File: src/rtl/cic_interpolator_if.sv
// cic_interpolator_if: sample stream, control and status signals of the CIC interpolator
interface cic_interpolator_if #(
    parameter int DATA_WIDTH = 16
);
    logic [4:0]            Interpolation_Factor;
    logic                  filter_enable;
    logic                  in_valid;
    logic [DATA_WIDTH-1:0] data_in;
    logic                  in_ready;
    logic [DATA_WIDTH-1:0] data_out;
    logic                  out_valid;
    logic                  underrun;

    modport master (
        output Interpolation_Factor, filter_enable, in_valid, data_in,
        input  in_ready, data_out, out_valid, underrun
    );

    modport slave (
        input  Interpolation_Factor, filter_enable, in_valid, data_in,
        output in_ready, data_out, out_valid, underrun
    );
endinterface

File: src/rtl/cic_interpolator.sv
// cic_interpolator: N-stage CIC interpolator, runtime factor R in {1,2,4,8,16}, unity DC gain
module cic_interpolator #(
    parameter int DATA_WIDTH = 16,
    parameter int N_STAGES   = 3,
    parameter int ACC_WIDTH  = DATA_WIDTH + 4 * N_STAGES
) (
    input logic CLK,
    input logic RST,
    cic_interpolator_if.slave bus
);
    logic [4:0]                  r_reg, r_new;
    logic [2:0]                  log2r_reg, log2r_new;
    logic [3:0]                  ph;
    logic                        run, flush, und, phase0, boundary, change;
    logic [DATA_WIDTH-1:0]       dout;
    logic signed [ACC_WIDTH-1:0] x, u_reg;
    logic signed [ACC_WIDTH-1:0] c [N_STAGES+1];
    logic signed [ACC_WIDTH-1:0] d [N_STAGES];
    logic signed [ACC_WIDTH-1:0] integ [N_STAGES];

    assign r_new = (bus.Interpolation_Factor != 5'd0 &&
                    (bus.Interpolation_Factor & (bus.Interpolation_Factor - 5'd1)) == 5'd0)
                   ? bus.Interpolation_Factor : 5'd1;
    assign log2r_new = {r_new[4], r_new[3] | r_new[2], r_new[3] | r_new[1]};
    assign phase0   = ph == 4'd0;
    assign boundary = {1'b0, ph} == r_reg - 5'd1;
    assign change   = boundary && r_new != r_reg;
    assign x = bus.in_valid ? {{(ACC_WIDTH-DATA_WIDTH){bus.data_in[DATA_WIDTH-1]}}, bus.data_in} : '0;

    always_comb begin
        c[0] = x;
        for (int k = 0; k < N_STAGES; k++) c[k+1] = c[k] - d[k];
    end

    assign bus.in_ready  = RST && run && bus.filter_enable && phase0 && !flush;
    assign bus.out_valid = RST && run && bus.filter_enable;
    assign bus.data_out  = dout;
    assign bus.underrun  = und;

    // First enabled edge after reset only arms the block; a factor change costs one flush edge.
    always_ff @(posedge CLK) begin
        if (!RST) begin
            r_reg     <= r_new;
            log2r_reg <= log2r_new;
            ph        <= '0;
            run       <= 1'b0;
            flush     <= 1'b0;
            und       <= 1'b0;
            dout      <= '0;
            u_reg     <= '0;
            d         <= '{default: '0};
            integ     <= '{default: '0};
        end else if (bus.filter_enable) begin
            if (!run) begin
                run <= 1'b1;
            end else if (flush) begin
                flush <= 1'b0;
            end else if (change) begin
                r_reg     <= r_new;
                log2r_reg <= log2r_new;
                ph        <= '0;
                flush     <= 1'b1;
                dout      <= '0;
                u_reg     <= '0;
                d         <= '{default: '0};
                integ     <= '{default: '0};
            end else begin
                ph <= boundary ? 4'd0 : ph + 4'd1;
                if (phase0) begin
                    und <= und | !bus.in_valid;
                    for (int k = 0; k < N_STAGES; k++) d[k] <= c[k];
                end
                u_reg    <= phase0 ? c[N_STAGES] : '0;
                integ[0] <= integ[0] + u_reg;
                for (int k = 1; k < N_STAGES; k++) integ[k] <= integ[k] + integ[k-1];
                dout <= DATA_WIDTH'(integ[N_STAGES-1] >>> ((N_STAGES - 1) * log2r_reg));
            end
        end
    end
endmodule

File: src/flat_wrapper.sv
// flat-port wrapper written by rule: the top's interface ports become plain ports
module cic_interpolator_flat 
#(
    parameter int DATA_WIDTH = 16,
    parameter int N_STAGES   = 3,
    parameter int ACC_WIDTH  = DATA_WIDTH + 4 * N_STAGES
)
  (CLK, RST, bus_Interpolation_Factor, bus_filter_enable, bus_in_valid, bus_data_in, bus_in_ready, bus_data_out, bus_out_valid, bus_underrun);
  cic_interpolator_if #(.DATA_WIDTH(DATA_WIDTH)) bus_i ();
  input logic CLK;
  input logic RST;
  input wire logic [$bits(bus_i.Interpolation_Factor)-1:0] bus_Interpolation_Factor;
  input wire logic [$bits(bus_i.filter_enable)-1:0] bus_filter_enable;
  input wire logic [$bits(bus_i.in_valid)-1:0] bus_in_valid;
  input wire logic [$bits(bus_i.data_in)-1:0] bus_data_in;
  output wire logic [$bits(bus_i.in_ready)-1:0] bus_in_ready;
  output wire logic [$bits(bus_i.data_out)-1:0] bus_data_out;
  output wire logic [$bits(bus_i.out_valid)-1:0] bus_out_valid;
  output wire logic [$bits(bus_i.underrun)-1:0] bus_underrun;
  assign bus_i.Interpolation_Factor = bus_Interpolation_Factor;
  assign bus_i.filter_enable = bus_filter_enable;
  assign bus_i.in_valid = bus_in_valid;
  assign bus_i.data_in = bus_data_in;
  assign bus_in_ready = bus_i.in_ready;
  assign bus_data_out = bus_i.data_out;
  assign bus_out_valid = bus_i.out_valid;
  assign bus_underrun = bus_i.underrun;
  cic_interpolator #(.DATA_WIDTH(DATA_WIDTH), .N_STAGES(N_STAGES), .ACC_WIDTH(ACC_WIDTH)) u_core (.CLK(CLK), .RST(RST), .bus(bus_i));
endmodule
File: config.mk
export PLATFORM = sky130hd
export DESIGN_NAME = cic_interpolator_flat
export DESIGN_NICKNAME = d
export VERILOG_FILES = /design/src/rtl/cic_interpolator_if.sv /design/src/rtl/cic_interpolator.sv /design/src/flat_wrapper.sv
export SDC_FILE = /design/constraint.sdc
export NUM_CORES = 1
export LEC_CHECK = 0
export ABC_AREA = 0
export BUFFER_PORTS_ARGS = -buffer_cell sky130_fd_sc_hd__buf_2
export CORE_MARGIN = 2
export CORE_UTILIZATION = 31
export CTS_CLUSTER_DIAMETER = 40
export DETAILED_ROUTE_END_ITERATION = 8
export GPL_TIMING_DRIVEN = 0
export SLEW_MARGIN = 20
export SYNTH_ARGS = -nofsm -noshare
export SYNTH_HDL_FRONTEND = slang
export SYNTH_SLANG_ARGS = --single-unit
File: constraint.sdc
create_clock -name CLK -period 8.65 [get_ports CLK]
set_input_delay 1.2975 -clock CLK [delete_from_list [all_inputs] [get_ports CLK]]
set_output_delay 1.2975 -clock CLK [all_outputs]
set_load 0.03 [all_outputs]
==> impl_metrics.ini <==
[clocking]
post-cts-setup-buffer-count = 0
clk-insertion-delay-late_ns = 0.53
cts_tree = built
cts-resized-gates = 0
htree_levels = 2
hold_bufs_at_cts = 0
ctsLongestPathBuffers = 3
root_buffer = sky130_fd_sc_hd__clkbuf_16
cts_sinks = 214
cts-buffers-inserted = 39
cts.reportedPaths.clkPinSlew_ns = 0.05

[power]
power_switching_w = 0.00142
seq_power_share_pct = 26.3
internal_power_w = 0.00273
static-leakage-power_nw = 7.69
irDropWorstVdd_v = 0.000133
power.density_nw_per_um2 = 223
share_clk_of_total_power_pct = 38.0
power_frac_comb_pct = 35.7
power.switching_fraction_pct = 34.3

[drt]
drtIter0Drc = 880
detailroute.via_count = 14100
post_drt_wl_per_cell_um = 16.0
met2_wirelength_um = 20400
route.met3.wl_um = 2300
route.layer.met1.wl_um = 19800
viasPerCell = 5.14
drt.antenna.violating_nets = 0
top_layer = met5
routed_wl_um = 44000
post-route-drc-count = 0
drt_pass1_iterations = 7

[critical_path]
arrival_ns = 8.17
crit_required_ns = 9.06
setup.worst_path.class = in -> reg
slowest_stage = sky130_fd_sc_hd__fa_1
critPathMaxStageDelay_ns = 0.46
reg2reg_to = u_core.u_reg[27]
timing.reg2reg.worst_path_depth = 31
timing.critical_path.from = bus_in_valid
ff2ff_setup_slack_ns = 1.77
critical_path.endpoint_type = flip-flop
worst_setup_path_endpoint = u_core.u_reg[27]
critical_path.startpoint_type = primary input
crit_path_max_fanout = 17
r2r-start = u_core.d[56]

[global_routing]
global_route_usage_sum_pct = 16.0
first_global_vias = 13600
initial_antenna_violation_count = 3
globalRouteOverflowTotal = 0
grt_first_pass_wirelength_um = 70000
pin_count_of_the_biggest_net_entering_global_routing = 11

[floorplan]
die_width_um = 233
floorplan.initialDensity_pct = 31.5
die_area_um2 = 54300
design.core.area_um2 = 51600
fp-row-count = 83
die_height_um = 233
top_level_ports = 44

[timing]
timing.final.crit_period_ns = 7.77
hold_viol = 0
fin_setup_tns_ns = 0
max_slew_margin_pct = 30.0
report.final.setup_viol = 0
worst_hold_slack_ns = 0.451
maxSlewViolCount = 0
maximum_frequency_from_static_timing_analysis_mhz = 129
worst_slew_pin_slew_ns = 1.05
fin_crit_sh_pct = 89.8
rsz_0062_raised_after_global_routing = no
final.setup_skew_ns = 0.0170

[logic_synthesis]
most_frequently_used_flop_master_after_synthesis = sky130_fd_sc_hd__dfxtp_1
synthTopCellsByArea = sky130_fd_sc_hd__dfxtp_1, sky130_fd_sc_hd__ha_1, sky130_fd_sc_hd__nand2_1, sky130_fd_sc_hd__xnor2_1, sky130_fd_sc_hd__nor2b_1
mappedNetlistArea_um2 = 16300
synth.largest_area_cell = sky130_fd_sc_hd__dfxtp_1
synth-async-reset-ratio_pct = 0
synth_edf_count = 7
yosys_warnings = 0
netlist.area_leader.share_pct = 25.5
synthesis.instances = 1962
synth_seq_cells = 214
synth_cell_types = 98
synth_area_per_cell_um2 = 8.29
yosysSeqAreaShare_pct = 26.8
synthesized_nets = 2147

[final_layout]
fin_nets = 2227
drive_gt1_share_pct = 9.03
largest_register_ff_count = 84
areaGrowthSynthToFinish_pct = 14.8

[run]
timing.max_cap.violations = 0

[min_path]
worst_hold_path_class = reg -> reg

[placement]
gpl.final_weighted_congestion = 0.936
place.port_buffers = 40
place_hpwl_um = 34400

[status]
outcome = finished, final reports clean
[synth_stat cells (12+ instances only)]
library cell,n
sky130_fd_sc_hd__xnor2_1,76
sky130_fd_sc_hd__a31oi_1,17
sky130_fd_sc_hd__o21ai_0,91
sky130_fd_sc_hd__o21a_1,27
sky130_fd_sc_hd__a211oi_1,12
sky130_fd_sc_hd__nand3_1,86
sky130_fd_sc_hd__nor2b_1,101
sky130_fd_sc_hd__inv_1,114
sky130_fd_sc_hd__a21boi_0,67
sky130_fd_sc_hd__ha_1,154
sky130_fd_sc_hd__nand2_1,179
sky130_fd_sc_hd__clkbuf_1,72
sky130_fd_sc_hd__and2_1,29
sky130_fd_sc_hd__a21o_1,68
sky130_fd_sc_hd__a21oi_1,107
sky130_fd_sc_hd__o21bai_1,13
sky130_fd_sc_hd__and3_1,16
sky130_fd_sc_hd__nor2_1,89
sky130_fd_sc_hd__xor2_1,53
sky130_fd_sc_hd__a22oi_1,72
sky130_fd_sc_hd__nor3_1,27
sky130_fd_sc_hd__o21ai_1,16
sky130_fd_sc_hd__mux2i_1,15
sky130_fd_sc_hd__nand2b_1,17
sky130_fd_sc_hd__mux2_2,18
sky130_fd_sc_hd__or3_1,12
sky130_fd_sc_hd__dfxtp_1,207
[layer usage]
metal	GRT usage, %	vias to the layer above
met5	0	-
met4	5.99	2
met3	2.81	97
met2	27.4	306
met1	20.0	6479
li1	-	7257
[stage by stage]
stage / std cells / instance area, um2 / worst slack, ns / util, % / total power, W
final: 2752 / 18700 / 0.884 / 36.2 / 0.00416
after global routing: 2750 / 18700 / 0.332 / 36.2 / 0.00442
after CTS: 2751 / 18700 / 0.465 / 36.2 / 0.00419
after detailed placement: 2682 / 17300 / -0.0781 / 33.6 / 0.00258
after global placement: 2682 / 17300 / -0.0439 / 33.6 / 0.00256
after floorplan: 1962 / 16300 / 1.47 / - / 0.00229
[layout make-up]
class                      count  area [um2]
clock inverter                17         205
fill                        5265       32900
timing repair buffer          40         200
buffer                        88         419
clock buffer                  52        1150
tap                          680         851
antenna                        2        5.00
multi-input combinational   1543       11100
inverter                     116         435
sequential                   214        4350
[cells in the final DEF, fill, tap and decap left out, types with 10 or more instances in the layout]
master                        n
sky130_fd_sc_hd__a21boi_1    10
sky130_fd_sc_hd__dfxtp_1    207
sky130_fd_sc_hd__clkbuf_1    74
sky130_fd_sc_hd__o21bai_1    13
sky130_fd_sc_hd__buf_2       49
sky130_fd_sc_hd__nor3_1      27
sky130_fd_sc_hd__o21a_1      27
sky130_fd_sc_hd__or3_1       12
sky130_fd_sc_hd__a21oi_1    107
sky130_fd_sc_hd__a22oi_1     72
sky130_fd_sc_hd__nand3_1     86
sky130_fd_sc_hd__a211oi_1    12
sky130_fd_sc_hd__mux2i_1     15
sky130_fd_sc_hd__a21o_1      68
sky130_fd_sc_hd__inv_1      114
sky130_fd_sc_hd__a21boi_0    67
sky130_fd_sc_hd__o21ai_1     16
sky130_fd_sc_hd__clkbuf_8    10
sky130_fd_sc_hd__and3_1      16
sky130_fd_sc_hd__clkbuf_16   41
sky130_fd_sc_hd__o21ai_0     91
sky130_fd_sc_hd__nor2b_1    101
sky130_fd_sc_hd__xnor2_1     76
sky130_fd_sc_hd__a31oi_1     17
sky130_fd_sc_hd__mux2_2      18
sky130_fd_sc_hd__ha_1       154
sky130_fd_sc_hd__nand2_1    179
sky130_fd_sc_hd__nand2b_1    17
sky130_fd_sc_hd__nor2_1      89
sky130_fd_sc_hd__and2_1      29
sky130_fd_sc_hd__xor2_1      53
[cell families (layout without fill, tap and decap cells)]
family                   after synthesis  after routing  share of synthesized area [%]
buffers and inverters                205            313                           5.28
flip-flops                           214            214                           26.8
multiplexers                          42             42                           3.41
AO/OA/AOI/OAI                        610            610                           26.3
XOR/XNOR                             130            130                           7.08
AND/OR/NAND/NOR                      601            601                           18.5
other                                  0              2                              0
adder cells (fa/ha/maj)              160            160                           12.6
[worst max-delay path: cells and delay by family]
family	cells	cell delay (ns)
AOI/OAI and AO/OA	17	3.26
xor gates and xnor gates	3	0.57
adders and majority gates	4	1.35
buffers and inverters	2	0.46
and+or+nand+nor	7	1.25
[how the worst min path moves through the flow]
stage / startpoint / to / slack, ns / cells after the start
2_1_floorplan: u_core.u_reg[21] / u_core.u_reg[21] / 0.42 / 2
3_3_place_gp: u_core.d[54] / u_core.d[54] / 0.44 / 2
3_5_place_dp: u_core.d[54] / u_core.d[54] / 0.45 / 2
4_1_cts: u_core.d[54] / u_core.d[54] / 0.45 / 2
5_1_grt: u_core.u_reg[18] / u_core.u_reg[18] / 0.48 / 2
6_report: u_core.d[50] / u_core.d[50] / 0.45 / 2
[power groups by stage]
stage          Sequential, W  Combinational (W)  Clock (W)
2_1_floorplan        0.00110            0.00119          0
3_3_place_gp         0.00111            0.00145          0
3_5_place_dp         0.00111            0.00147          0
4_1_cts              0.00109            0.00148    0.00161
5_1_grt              0.00110            0.00167    0.00165
6_report             0.00109            0.00149    0.00158
Note: power is estimated with default switching activity, not from simulation.
